### src/rtl/lsu_mem_if_if.sv
// Bus bundle between the core execute stage, lsu_mem_if and data_mem.
// "slave" is the LSU view. "master" is the core/memory environment view.
`ifndef D_WIDTH
`define D_WIDTH 32
`endif
`ifndef D_ADD_SIZE
`define D_ADD_SIZE 10
`endif

interface lsu_mem_if_if #(
  parameter int WIDTH    = `D_WIDTH,
  parameter int ADD_SIZE = `D_ADD_SIZE
);
  logic                i_req;
  logic                i_we;
  logic [2:0]          i_funct3;
  logic [ADD_SIZE-1:0] i_add;
  logic [WIDTH-1:0]    i_wdata;
  logic                o_ready;
  logic                o_rvalid;
  logic [WIDTH-1:0]    o_rdata;
  logic                o_done;
  logic                o_fault;
  logic                o_mem_we;
  logic [ADD_SIZE-1:0] o_mem_add;
  logic [WIDTH-1:0]    i_mem_rdata;
  logic [WIDTH-1:0]    o_mem_wdata;

  modport slave (
    input  i_req, i_we, i_funct3, i_add, i_wdata, i_mem_rdata,
    output o_ready, o_rvalid, o_rdata, o_done, o_fault,
           o_mem_we, o_mem_add, o_mem_wdata
  );

  modport master (
    output i_req, i_we, i_funct3, i_add, i_wdata, i_mem_rdata,
    input  o_ready, o_rvalid, o_rdata, o_done, o_fault,
           o_mem_we, o_mem_add, o_mem_wdata
  );
endinterface

### src/rtl/lsu_mem_if.sv
// RV32I load/store unit in front of a word-wide data_mem with no byte enables.
// Define LSU_MISALIGN_TRAP_EN to fault misaligned halfword/word accesses.
module lsu_mem_if #(
  parameter int WIDTH    = `D_WIDTH,
  parameter int ADD_SIZE = `D_ADD_SIZE
) (
  input logic         i_clk,
  input logic         i_rstn,
  lsu_mem_if_if.slave bus
);

  localparam logic [2:0] IDLE   = 3'd0;
  localparam logic [2:0] LOAD   = 3'd1;
  localparam logic [2:0] RMW_RD = 3'd2;
  localparam logic [2:0] SWRITE = 3'd3;
  localparam logic [2:0] FAULT  = 3'd4;

  logic [2:0]          state;
  logic [2:0]          f3_q;
  logic [1:0]          add_lo_q;
  logic [15:0]         wdata_q;
  logic [WIDTH-1:0]    rdata_q;
  logic [WIDTH-1:0]    mem_wdata_q;
  logic [ADD_SIZE-1:0] mem_add_q;
  logic                rvalid_q;
  logic                done_q;
  logic                fault_q;
  logic                legal;
  logic                misaligned;
  logic [7:0]          byte_sel;
  logic [15:0]         half_sel;
  logic [WIDTH-1:0]    load_fmt;
  logic [WIDTH-1:0]    merge;

  always_comb begin
    legal = 1'b0;
    case (bus.i_funct3)
      3'b000, 3'b001, 3'b010: legal = 1'b1;
      3'b100, 3'b101:         legal = !bus.i_we;
      default:                legal = 1'b0;
    endcase
  end

`ifdef LSU_MISALIGN_TRAP_EN
  always_comb begin
    misaligned = 1'b0;
    case (bus.i_funct3[1:0])
      2'b01:   misaligned = bus.i_add[0];
      2'b10:   misaligned = |bus.i_add[1:0];
      default: misaligned = 1'b0;
    endcase
  end
`else
  assign misaligned = 1'b0;
`endif

  always_comb begin
    byte_sel = bus.i_mem_rdata[{add_lo_q, 3'b000} +: 8];
    half_sel = bus.i_mem_rdata[{add_lo_q[1], 4'b0000} +: 16];
    case (f3_q)
      3'b000:  load_fmt = {{(WIDTH-8){byte_sel[7]}}, byte_sel};
      3'b001:  load_fmt = {{(WIDTH-16){half_sel[15]}}, half_sel};
      3'b100:  load_fmt = {{(WIDTH-8){1'b0}}, byte_sel};
      3'b101:  load_fmt = {{(WIDTH-16){1'b0}}, half_sel};
      default: load_fmt = bus.i_mem_rdata;
    endcase
  end

  // SB uses funct3 000 and SH uses 001, so funct3[0] picks the lane size.
  always_comb begin
    merge = bus.i_mem_rdata;
    if (f3_q[0]) merge[{add_lo_q[1], 4'b0000} +: 16] = wdata_q;
    else         merge[{add_lo_q, 3'b000} +: 8]      = wdata_q[7:0];
  end

  always_ff @(posedge i_clk or negedge i_rstn) begin
    if (!i_rstn) begin
      state       <= IDLE;
      f3_q        <= 3'b000;
      add_lo_q    <= 2'b00;
      wdata_q     <= 16'h0000;
      rdata_q     <= '0;
      mem_wdata_q <= '0;
      mem_add_q   <= '0;
      rvalid_q    <= 1'b0;
      done_q      <= 1'b0;
      fault_q     <= 1'b0;
    end else begin
      rvalid_q <= 1'b0;
      done_q   <= 1'b0;
      fault_q  <= 1'b0;
      case (state)
        IDLE: begin
          if (bus.i_req) begin
            f3_q      <= bus.i_funct3;
            add_lo_q  <= bus.i_add[1:0];
            wdata_q   <= bus.i_wdata[15:0];
            mem_add_q <= {bus.i_add[ADD_SIZE-1:2], 2'b00};
            if (!legal || misaligned) begin
              state <= FAULT;
            end else if (!bus.i_we) begin
              state <= LOAD;
            end else if (bus.i_funct3 == 3'b010) begin
              mem_wdata_q <= bus.i_wdata;
              state       <= SWRITE;
            end else begin
              state <= RMW_RD;
            end
          end
        end
        LOAD: begin
          rdata_q  <= load_fmt;
          rvalid_q <= 1'b1;
          done_q   <= 1'b1;
          state    <= IDLE;
        end
        RMW_RD: begin
          mem_wdata_q <= merge;
          state       <= SWRITE;
        end
        SWRITE: begin
          done_q <= 1'b1;
          state  <= IDLE;
        end
        FAULT: begin
          fault_q <= 1'b1;
          done_q  <= 1'b1;
          state   <= IDLE;
        end
        default: state <= IDLE;
      endcase
    end
  end

  assign bus.o_ready     = (state == IDLE);
  assign bus.o_mem_we    = (state == SWRITE);
  assign bus.o_mem_add   = mem_add_q;
  assign bus.o_mem_wdata = mem_wdata_q;
  assign bus.o_rdata     = rdata_q;
  assign bus.o_rvalid    = rvalid_q;
  assign bus.o_done      = done_q;
  assign bus.o_fault     = fault_q;

endmodule

### src/flat_wrapper.sv
// flat-port wrapper written by rule: the top's interface ports become plain ports
module lsu_mem_if_flat 
#(
  parameter int WIDTH    = `D_WIDTH,
  parameter int ADD_SIZE = `D_ADD_SIZE
)
  (i_clk, i_rstn, bus_i_req, bus_i_we, bus_i_funct3, bus_i_add, bus_i_wdata, bus_i_mem_rdata, bus_o_ready, bus_o_rvalid, bus_o_rdata, bus_o_done, bus_o_fault, bus_o_mem_we, bus_o_mem_add, bus_o_mem_wdata);
  lsu_mem_if_if #(.WIDTH(WIDTH), .ADD_SIZE(ADD_SIZE)) bus_i ();
  input logic i_clk;
  input logic i_rstn;
  input wire logic [$bits(bus_i.i_req)-1:0] bus_i_req;
  input wire logic [$bits(bus_i.i_we)-1:0] bus_i_we;
  input wire logic [$bits(bus_i.i_funct3)-1:0] bus_i_funct3;
  input wire logic [$bits(bus_i.i_add)-1:0] bus_i_add;
  input wire logic [$bits(bus_i.i_wdata)-1:0] bus_i_wdata;
  input wire logic [$bits(bus_i.i_mem_rdata)-1:0] bus_i_mem_rdata;
  output wire logic [$bits(bus_i.o_ready)-1:0] bus_o_ready;
  output wire logic [$bits(bus_i.o_rvalid)-1:0] bus_o_rvalid;
  output wire logic [$bits(bus_i.o_rdata)-1:0] bus_o_rdata;
  output wire logic [$bits(bus_i.o_done)-1:0] bus_o_done;
  output wire logic [$bits(bus_i.o_fault)-1:0] bus_o_fault;
  output wire logic [$bits(bus_i.o_mem_we)-1:0] bus_o_mem_we;
  output wire logic [$bits(bus_i.o_mem_add)-1:0] bus_o_mem_add;
  output wire logic [$bits(bus_i.o_mem_wdata)-1:0] bus_o_mem_wdata;
  assign bus_i.i_req = bus_i_req;
  assign bus_i.i_we = bus_i_we;
  assign bus_i.i_funct3 = bus_i_funct3;
  assign bus_i.i_add = bus_i_add;
  assign bus_i.i_wdata = bus_i_wdata;
  assign bus_i.i_mem_rdata = bus_i_mem_rdata;
  assign bus_o_ready = bus_i.o_ready;
  assign bus_o_rvalid = bus_i.o_rvalid;
  assign bus_o_rdata = bus_i.o_rdata;
  assign bus_o_done = bus_i.o_done;
  assign bus_o_fault = bus_i.o_fault;
  assign bus_o_mem_we = bus_i.o_mem_we;
  assign bus_o_mem_add = bus_i.o_mem_add;
  assign bus_o_mem_wdata = bus_i.o_mem_wdata;
  lsu_mem_if #(.WIDTH(WIDTH), .ADD_SIZE(ADD_SIZE)) u_core (.i_clk(i_clk), .i_rstn(i_rstn), .bus(bus_i));
endmodule
### config.mk
export PLATFORM = sky130hd
export DESIGN_NAME = lsu_mem_if_flat
export DESIGN_NICKNAME = d
export VERILOG_FILES = /design/src/rtl/lsu_mem_if_if.sv /design/src/rtl/lsu_mem_if.sv /design/src/flat_wrapper.sv
export SDC_FILE = /design/constraint.sdc
export NUM_CORES = 1
export LEC_CHECK = 0
export ABC_AREA = 0
export BUFFER_PORTS_ARGS = -buffer_cell sky130_fd_sc_hd__buf_2
export CAP_MARGIN = 10
export CELL_PAD_IN_SITES_DETAIL_PLACEMENT = 0
export CELL_PAD_IN_SITES_GLOBAL_PLACEMENT = 1
export CORE_ASPECT_RATIO = 0.5
export CORE_MARGIN = 3
export CORE_UTILIZATION = 39
export DETAILED_ROUTE_END_ITERATION = 10
export PLACE_DENSITY = 0.84
export REMOVE_ABC_BUFFERS = 1
export SLEW_MARGIN = 20
export SYNTH_ARGS = -nofsm -noshare
export SYNTH_HDL_FRONTEND = slang
export SYNTH_SLANG_ARGS = --single-unit
export TNS_END_PERCENT = 5
### constraint.sdc
create_clock -name i_clk -period 2.6 [get_ports i_clk]
set_input_delay 0.52 -clock i_clk [delete_from_list [all_inputs] [get_ports i_clk]]
set_output_delay 0.52 -clock i_clk [all_outputs]
set_load 0.02 [all_outputs]
# Yosys cells after proc, flatten, opt, wreduce, memory -nomap -nowiden
# Cells that the tools add are included.
[op_classes] n_addsub=2 mux=18 reduce_logical=10 eq_ne=15 n_shift=6
[ops] cell="32-bit two-way mux" n=5
[ops] cell="32-bit one-hot mux with 4 select lines" n=1
[ops] cell="32-bit bitwise mux" n=2
[ops] cell="32-bit one-hot mux with 2 select lines" n=1
[ops] cell="16-bit by 7-bit variable shift with 32-bit output, first input constant" n=1
[ops] cell="8-bit by 7-bit variable shift with 32-bit output, first input constant" n=1
[ops] cell="16-bit by 7-bit variable part select with 32-bit output" n=1
[ops] cell="32-bit by 6-bit variable part select with 16-bit output" n=1
[ops] cell="32-bit by 6-bit variable part select with 8-bit output" n=1
[ops] cell="8-bit by 7-bit variable part select with 32-bit output" n=1
[ops] cell="3-bit equality test, second input constant" n=5
[ops] cell="5-bit negation with 7-bit output" n=2
[ops] cell="3-bit by 1-bit equality test with 1-bit output, second input constant" n=3
[ops] cell="3-bit by 2-bit equality test with 1-bit output, second input constant" n=3
[ops] cell="3-bit logical NOT" n=3
[ops] cell="3-bit two-way mux" n=3
[ops] cell="3-bit one-hot mux with 2 select lines" n=1
[ops] cell="3-bit OR reduction" n=2
[ops] cell="5-bit AND reduction" n=1
[ops] cell="1-bit two-way mux" n=4
[ops] cell="2-bit by 1-bit != test with 1-bit output, second input constant" n=2
[ops] cell="2-bit != test, second input constant" n=2
[ops] cell="1-bit one-hot mux with 2 select lines" n=1
[ops] cell="2-bit AND reduction" n=1
[ops] cell="3 further kinds" n=3
[totals] in_bits=81 word_cells=61 regBits=99

# Logic depth before layout (Yosys ltp)
# Gate-level depths: netlist (run 1).
[logic_depth] word_depth=6 ltp_mapped=9 depth_no_buf=6

# Least setup slack after synthesis (run 1)
# No wires, ideal clock.
[synth_timing] kind="reg-to-reg" startpoint="register u_core.add_lo_q[1]" endpoint="register u_core.mem_wdata_q[0], in the netlist u_core.bus.o_mem_wdata[0]" setup_time_ns=0.078 setup_slack_ns=0.254 period_less_slack_ns=2.346 path_buffers=2 t_arrival_ns=2.268 stages_incl_launch_ff=9 cell_sequence="dfrtp_1 > buf_4 > inv_1 > clkbuf_1 > ha_1 > nand3b_1 > o31ai_1 > a221oi_1 > a21oi_1"
[synth_via] elab_chain_len=5
[synth_lines] element="start, declared" line="lsu_mem_if.sv:20" source="logic [1:0] add_lo_q;"
[synth_lines] element="start signal, assigned" line="lsu_mem_if.sv:96" source="add_lo_q <= bus.i_add[1:0];"
[synth_lines] element="5-bit negation with 7-bit output, on equally long branches" line="lsu_mem_if.sv:72, lsu_mem_if.sv:73"
[synth_lines] element="16-bit by 7-bit variable part select with 32-bit output (tied with other cells)" line="lsu_mem_if.sv:72" source="if (f3_q[0]) merge[{add_lo_q[1], 4'b0000} +: 16] = wdata_q;"
[synth_lines] element="32-bit bitwise mux, on equally long branches" line="lsu_mem_if.sv:72, lsu_mem_if.sv:73"
[synth_lines] element="32-bit two-way mux *" line="lsu_mem_if.sv:72"
[synth_lines] element="32-bit one-hot mux with 2 select lines *" line="lsu_mem_if.sv:92" source="case (state)"
[synth_lines] element="end signal, assigned" line="lsu_mem_if.sv:104" source="mem_wdata_q <= bus.i_wdata;"
[synth_lines] element="end signal, assigned" line="lsu_mem_if.sv:118" source="mem_wdata_q <= merge;"
[synth_lines] element="end, declared" line="lsu_mem_if.sv:23" source="logic [WIDTH-1:0] mem_wdata_q;"
# Mark *: on every way between the ends. The rest lies on a longest branch, timed or not.
# A chain may end at the register's enable or synchronous reset.

# Final worst setup path (run 1)
[layout_timing] startpoint="register u_core.add_lo_q[0]" endpoint="register u_core.mem_wdata_q[4], in the netlist u_core.bus.o_mem_wdata[4]"
[layout_via] elab_chain_len=5
[layout_lines] element="5-bit negation with 7-bit output *" line="lsu_mem_if.sv:73" source="else merge[{add_lo_q, 3'b000} +: 8] = wdata_q[7:0];"
[layout_lines] element="8-bit by 7-bit variable part select with 32-bit output / 8-bit by 7-bit variable shift with 32-bit output (equally long branches)" line="lsu_mem_if.sv:73"
[layout_lines] element="32-bit bitwise mux *" line="lsu_mem_if.sv:73"
[layout_lines] element="32-bit two-way mux *" line="lsu_mem_if.sv:72"
[layout_lines] element="32-bit one-hot mux with 2 select lines *" line="lsu_mem_if.sv:92"
# Marks and branches as above.

==> qor.csv, run 1 <==
stage,metric,value,unit
synth,Yosys top cell area share,0.490,
clock_tree,Max Buffers Root-to-Sink,2,
placed_design,gp weighted congestion,0.866,
worst_setup_path,CP max-delay cell,dfrtp_1,
synth,"Seq/Total Area, Yosys",0.490,
worst_setup_path,Critical Path RT,2.88,ns
worst_setup_path,worst-path cell chain,inv_1 > ha_1 > nand3b_1 > o31ai_1 > buf_4 > a221oi_1 > a21oi_1,
synth,XOR/XNOR Fraction of Synth Area,0,
clock_tree,CTS resizes,0,
synth,Synth Instances,452,
run,max-cap viol count,0,
worst_setup_path,Reg2Reg Capture Point,u_core.bus.o_mem_wdata[4],
synth,number of synthesized flops with an enable pin,0,
synth,simple-gate share of the synthesized area,0.116,
clock_tree,TritonCTS clock tree,done,
worst_setup_path,CP Max Fanout,10,
pwr,Tot Pwr,8.26,mW
worst_setup_path,WP depth,7,
worst_setup_path,max incr delay on CP,0.55,ns
synth,post-synth top area cell,dfrtp_1,
synth,largest cells by area after synthesis,"dfrtp_1, mux2i_1, mux2_2",
final_layout,Finished Layout Cells,771,
detailed_routing,Initial DRC Count,257,
final_layout,share of cells above drive strength 1,0.375,
clock_tree,Sinks on Clock Net,99,
min_path,HP Class,in -> async,
synth,commonest cells in the netlist,"dfrtp_1, mux2i_1, nand3_1",
global_route,Congestion Overflow GR,0,
sta,"Setup violations, final",0,
clock_tree,root buffer cell,clkbuf_16,
placed_design,DP HPWL,11900,um
sta,skew final,0.00373,ns
clock_tree,CTS buffer count,9,
clock_tree,Worst-Skew Late Latency,0.35,ns
worst_setup_path,CP endpoint kind,flop,
detailed_routing,Post-Route WL,15700,um
final_layout,Antenna diodes,0,
die,io pins,160,
sta,Final Slew Violations,0,
sta,setup tns final,0,ns
die,core area,0.0122,sq mm
clock_tree,Clock transition at path regs,0.07,ns
final_layout,Final nets,687,
clock_tree,H-tree depth,3,
worst_setup_path,Startpoint Class,flop,
synth,most common flop cell mapped by yosys,dfrtp_1,
placed_design,port bufs,157,
clock_tree,hold_buf cts,0,
pwr,pwr/cell area,1310,mW/mm^2
synth,largest family of logic cells by synthesized area,compound AO/OA/AOI/OAI gates,
detailed_routing,Final ANT Viol Nets,0,
synth,Seq cells post-synth,99,
detailed_routing,First-pass DRT Iterations,5,
detailed_routing,DRC errors left,0,
die,Die Area,0.0145,sq mm
sta,Worst slew margin,0.377,
synth,Post-Synth Adder-Cell Area,0.0124,
sta,min Tclk post-route,2.25,ns
global_route,vias in the first global route,4337,
sta,fmax,445,MHz
worst_setup_path,Critical Path End,u_core.bus.o_mem_wdata[4],
sta,Tightest Pin Transition,0.935,ns
die,Die W,167,um
pwr,Leak,3.02,nW
final_layout,area grow syn2layout,24.9,%
synth,top-count cell post-synth,dfrtp_1,
detailed_routing,vias per cell,5.79,
synth,Post-synth ARST share,1.00,
worst_setup_path,R2R Path Start,u_core.add_lo_q[0],
synth,Synth Cell Area,0.00506,sq mm
worst_setup_path,reg2reg setup slack,0.35,ns
placed_design,placed cell count,755,
worst_setup_path,crit path buf inv count,2,
synth,multiplexer area fraction after synthesis,0.130,
synth,syn avg cell area,11.2,sq um
pwr,"IR drop worst, VDD",0.000477,V
worst_setup_path,CP Class,reg -> reg,
detailed_routing,Routed WL per cell,20.4,um
global_route,first-pass GRT wire length,24500,um
sta,Final Hold Viols,0,
die,Row Count,28,
worst_setup_path,FF-to-FF path depth,7,
synth,Cell variety after synth,45,
global_route,largest net degree at the start of global routing,53,
clock_tree,Setup Buffers After CTS,0,
die,starting density of the core,0.414,
global_route,initial antenna violation count,0,
die,Die Y,86.5,um
sta,RSZ-0062 raised after global routing,false,
synth,Yosys Warn Count,0,
detailed_routing,Vias,4462,
worst_setup_path,CP top delay family,compound AO/OA/AOI/OAI gates,
outcome,outcome,"finished, final reports clean",
synth,compound-cell area share of the yosys netlist,0.206,
worst_setup_path,crit path DAT,2.52,ns
global_route,All-Layer GR Usage,0.218,
worst_setup_path,Critical path origin,u_core.add_lo_q[0],
sta,Tcrit/Tclk final,0.865,
routing by layer:
layer | part of all wire | global-route usage | wire length, um
met5 | 0 | 0 | 0
met4 | 0.012 | 0.0531 | 182
met1 | 0.44 | 0.302 | 6870
met2 | 0.46 | 0.343 | 7190
met3 | 0.093 | 0.0615 | 1460
worst min path at each step:
stage / startpoint / to / cells past startpoint / slack [ns]
after floorplan: i_rstn / u_core.add_lo_q[0] / 0 / 0.22
after global placement: i_rstn / u_core.bus.o_fault / 1 / 0.43
after detailed placement: i_rstn / u_core.bus.o_fault / 1 / 0.43
after CTS: i_rstn / u_core.bus.o_fault / 1 / 0.05
after global routing: i_rstn / u_core.bus.o_fault / 1 / 0.06
final: i_rstn / u_core.bus.o_mem_wdata[31] / 1 / 0.05
flip-flops by register name, summed over array words and instances, names as in the netlist, 2 cells and up:
name / count
u_core.state: 3
u_core.add_lo_q: 2
u_core.bus.o_rdata: 32
u_core.bus.o_mem_wdata: 32
u_core.wdata_q: 16
u_core.f3_q: 3
u_core.bus.o_mem_add: 8
metrics by stage:
step / utilization / hold WS, ns / area [sq um] / setup slack [ns]
after global placement: 0.493 / 0.431 / 6030 / 0.439
final: 0.517 / 0.0534 / 6320 / 0.351
after global routing: 0.517 / 0.0575 / 6320 / 0.119
after detailed placement: 0.493 / 0.428 / 6030 / 0.440
after CTS: 0.517 / 0.0503 / 6320 / 0.400
after floorplan: - / 0.224 / 4860 / -0.783
power breakdown:
| part | leakage, nW | switching [mW] | internal [mW] | total, mW |
|---|---|---|---|---|
| logic | 1.70 | 2.39 | 1.69 | 4.08 |
| clock network | 0.134 | 0.603 | 0.703 | 1.31 |
| registers | 1.19 | 0.591 | 2.28 | 2.87 |
| total | 3.02 | 3.58 | 4.68 | 8.26 |
kinds of logic (layout without fill, tap and decap cells):
group,count (synthesis),count (layout)
buffers and inverters,47,200
adders and majority gates,5,5
DFF,99,99
AOI/OAI and AO/OA,130,130
muxes,62,62
and+or+nand+nor,108,108
other,1,2
cell usage in the layout, fill, tap and decap left out, types with 2 or more instances in the layout:
master,instances
clkbuf_16,9
nand2b_1,6
mux2_2,29
a22oi_1,2
nand3b_1,2
nand2_1,26
mux2i_1,33
a221oi_1,24
buf_2,156
clkinvlp_4,3
conb_1,2
ha_1,5
a21boi_0,2
nor2_1,13
a2bb2oi_1,6
buf_4,20
inv_1,6
nor3b_2,3
a31oi_1,8
a21oi_1,10
nand4_1,2
nand3_1,32
nor3b_1,7
clkbuf_8,2
a22o_1,15
a221o_1,24
a211oi_1,16
o22a_1,8
o21ai_0,11
and2_1,8
dfrtp_1,99
cell type report:
class                   count  area (sq um)
fillers                  1136          5910
clock buffers              11           253
well taps                 165           206
inverters                   7          26.3
clock inverters             5          36.3
flip-flops and latches     99          2480
multi-input cells         307          2370
repair buffers            177           951
Note: power is estimated with default switching activity, not from simulation.
==> inputs of run 2 (changes only) <==
--- a/config.mk
+++ b/config.mk
@@ -6,6 +6,7 @@
 export NUM_CORES = 1
 export LEC_CHECK = 0
 export ABC_AREA = 0
+export ABC_CLOCK_PERIOD_IN_PS = 2600
 export BUFFER_PORTS_ARGS = -buffer_cell sky130_fd_sc_hd__buf_2
 export CAP_MARGIN = 10
 export CELL_PAD_IN_SITES_DETAIL_PLACEMENT = 0
@@ -14,7 +15,7 @@
 export CORE_MARGIN = 3
 export CORE_UTILIZATION = 39
 export DETAILED_ROUTE_END_ITERATION = 10
-export PLACE_DENSITY = 0.84
+export PLACE_DENSITY = 0.81
 export REMOVE_ABC_BUFFERS = 1
 export SLEW_MARGIN = 20
 export SYNTH_ARGS = -nofsm -noshare
==> run 2 against run 1 <==
Effect of this change:
- register-to-register slack lost 0.04 ns
- maximum frequency shrank 1.6%
- die area is the same
- global-route usage grew 0.71 points
- design area grew 1.6%
- clock skew grew 0.0013 ns
- setup slack lost 0.036 ns
- core utilization grew 0.82 points
- sequential share of layout area shrank 0.61 points
- clock power grew 33%
- via count shrank 1.3%
- wire length grew 3.1%
- critical path type unchanged
==> qor.csv, run 2 (same netlist as run 1, synthesis figures left out) <==
stage,metric,value,unit,change
clock_tree,CTS resizes,0,,unchanged
final_layout,filler instances,1167,,was 1136
detailed_routing,Initial DRC Count,397,,was 257
pwr,pwr/cell area,1360,mW/mm^2,was 1310 mW/mm^2
final_layout,Final nets,687,,unchanged
worst_setup_path,Critical Path End,u_core.bus.o_mem_wdata[15],,was u_core.bus.o_mem_wdata[4]
final_layout,area grow syn2layout,26.8,%,was 24.9%
worst_setup_path,crit path DAT,2.51,ns,was 2.52 ns
sta,Final Hold Viols,0,,unchanged
die,starting density of the core,0.414,,unchanged
placed_design,DP HPWL,11700,um,was 11900 um
global_route,largest net degree at the start of global routing,45,,was 53
die,io pins,160,,unchanged
pwr,clock power share,0.200,,was 0.158
detailed_routing,First-pass DRT Iterations,5,,unchanged
worst_setup_path,CP endpoint kind,flop,,unchanged
min_path,HP Class,in -> async,,unchanged
sta,min Tclk post-route,2.28,ns,was 2.25 ns
outcome,outcome,"finished, final reports clean",,unchanged
worst_setup_path,reg2reg setup slack,0.32,ns,was 0.35 ns
sta,fmax,438,MHz,was 445 MHz
run,max-cap viol count,0,,unchanged
final_layout,most frequent cells in the layout,"buf_2, dfrtp_1, mux2i_1",,unchanged
global_route,All-Layer GR Usage,0.225,,was 0.218
clock_tree,Sinks on Clock Net,99,,unchanged
detailed_routing,Post-Route WL,16200,um,was 15700 um
sta,worst hold slack,0.0961,ns,was 0.0534 ns
worst_setup_path,worst-path cell chain,inv_1 > ha_1 > and4b_1 > a221oi_1 > a211oi_1 > a221o_1,,was inv_1 > ha_1 > nand3b_1 > o31ai_1 > buf_4 > a221oi_1 > a21oi_1
clock_tree,Max Buffers Root-to-Sink,2,,unchanged
global_route,vias in the first global route,4297,,was 4337
pwr,"IR drop worst, VDD",0.000498,V,was 0.000477 V
worst_setup_path,CP max-delay cell,dfrtp_1,,unchanged
worst_setup_path,CP Max Fanout,10,,unchanged
sta,skew final,0.00502,ns,was 0.00373 ns
detailed_routing,DRC errors left,0,,unchanged
worst_setup_path,R2R Path Start,u_core.add_lo_q[0],,unchanged
detailed_routing,Vias,4405,,was 4462
global_route,Congestion Overflow GR,0,,unchanged
detailed_routing,Final ANT Viol Nets,0,,unchanged
clock_tree,TritonCTS clock tree,done,,unchanged
clock_tree,Worst-Skew Late Latency,0.35,ns,about the same
sta,"Setup violations, final",0,,unchanged
die,Die Area,0.0145,sq mm,unchanged
sta,Tightest Pin Transition,0.995,ns,was 0.935 ns
pwr,Comb power frac,0.470,,was 0.494
worst_setup_path,Startpoint Class,flop,,unchanged
sta,Final Slew Violations,0,,unchanged
worst_setup_path,Reg2Reg Capture Point,u_core.bus.o_mem_wdata[15],,was u_core.bus.o_mem_wdata[4]
final_layout,Antenna diodes,0,,unchanged
pwr,Leak,3.08,nW,was 3.02 nW
sta,RSZ-0062 raised after global routing,false,,unchanged
sta,Worst slew margin,0.337,,was 0.377
final_layout,"leading cell type in the layout, fill and taps excluded",buf_2,,unchanged
clock_tree,Setup Buffers After CTS,0,,unchanged
die,Die Y,86.5,um,unchanged
pwr,switching power total,3.62,mW,was 3.58 mW
sta,Tcrit/Tclk final,0.879,,was 0.865
die,core area,0.0122,sq mm,unchanged
detailed_routing,vias per cell,5.71,,was 5.79
final_layout,final core utilization,0.525,,was 0.517
global_route,initial antenna violation count,0,,unchanged
clock_tree,Clock transition at path regs,0.07,ns,about the same
placed_design,gp weighted congestion,0.812,,was 0.866
placed_design,port bufs,157,,unchanged
placed_design,Area after DPL,0.00603,sq mm,unchanged
pwr,Sw Ratio,0.415,,was 0.434
pwr,Seq pwr share,0.330,,was 0.347
worst_setup_path,max incr delay on CP,0.59,ns,was 0.55 ns
worst_setup_path,FF-to-FF path depth,6,,was 7
clock_tree,CTS buffer count,9,,unchanged
die,Die W,167,um,unchanged
worst_setup_path,Critical path origin,u_core.add_lo_q[0],,unchanged
final_layout,cell area after layout,0.00642,sq mm,was 0.00632 sq mm
die,Row Count,28,,unchanged
global_route,first-pass GRT wire length,25300,um,was 24500 um
final_layout,share of cells above drive strength 1,0.375,,unchanged
worst_setup_path,CP Class,reg -> reg,,unchanged
sta,setup tns final,0,ns,unchanged
clock_tree,H-tree depth,3,,unchanged
detailed_routing,Routed WL per cell,21.0,um,was 20.4 um
worst_setup_path,Critical Path RT,2.83,ns,was 2.88 ns
pwr,Internal,5.10,mW,was 4.68 mW
clock_tree,root buffer cell,clkbuf_16,,unchanged
clock_tree,hold_buf cts,0,,unchanged
[run 2: worst min path at each step]
stage           start                  to  slack [ns]  cells past startpoint
2_1_floorplan  i_rstn  u_core.add_lo_q[0]        0.22                      0
3_3_place_gp   i_rstn  u_core.bus.o_fault        0.47                      1
3_5_place_dp   i_rstn  u_core.bus.o_fault        0.48                      1
4_1_cts        i_rstn  u_core.bus.o_fault        0.11                      1
5_1_grt        i_rstn  u_core.bus.o_fault        0.11                      1
6_report       i_rstn  u_core.bus.o_fault         0.1                      1
[run 2: critical path: cells and delay by family (launching register included)]
family / cells / cell delay (ns)
AOI/OAI and AO/OA: 3 / 0.72
adders and majority gates: 1 / 0.37
buffers and inverters: 1 / 0.17
DFF: 1 / 0.59
and+or+nand+nor: 1 / 0.31
[run 2: per-stage QoR]
step | power, mW | cells | setup WS (ns)
finish | 8.72 | 771 | 0.315
global route | 9.27 | 771 | 0.149
CTS | 8.76 | 771 | 0.356
detailed placement | 6.99 | 755 | 0.375
global placement | 6.90 | 755 | 0.431
floorplan | 5.45 | 413 | -0.783
[run 2: power groups by stage]
stage	sequential, mW	clock [mW]	combinational (mW)
floorplan	3.56	0	1.89
global placement	2.87	0	4.03
detailed placement	2.88	0	4.11
CTS	2.87	1.77	4.12
global route	2.97	1.84	4.46
finish	2.88	1.74	4.10
[run 2: area by class of cell]
class                      count  area [sq um]  area share
clock inverter                 7           164      0.0255
sequential                    99          2480       0.386
clock buffer                   9           225      0.0351
timing repair buffer         177           951       0.148
multi-input combinational    307          2370       0.369
inverter                       7          26.3     0.00409
tap                          165           206      0.0322
[run 2: layer usage]
metal	GRT usage	up-vias	share of wire
met5	0	-	0
met4	0.0389	0	0.0074
met3	0.0620	9	0.076
met2	0.347	160	0.45
met1	0.323	2194	0.46
li1	-	2042	-
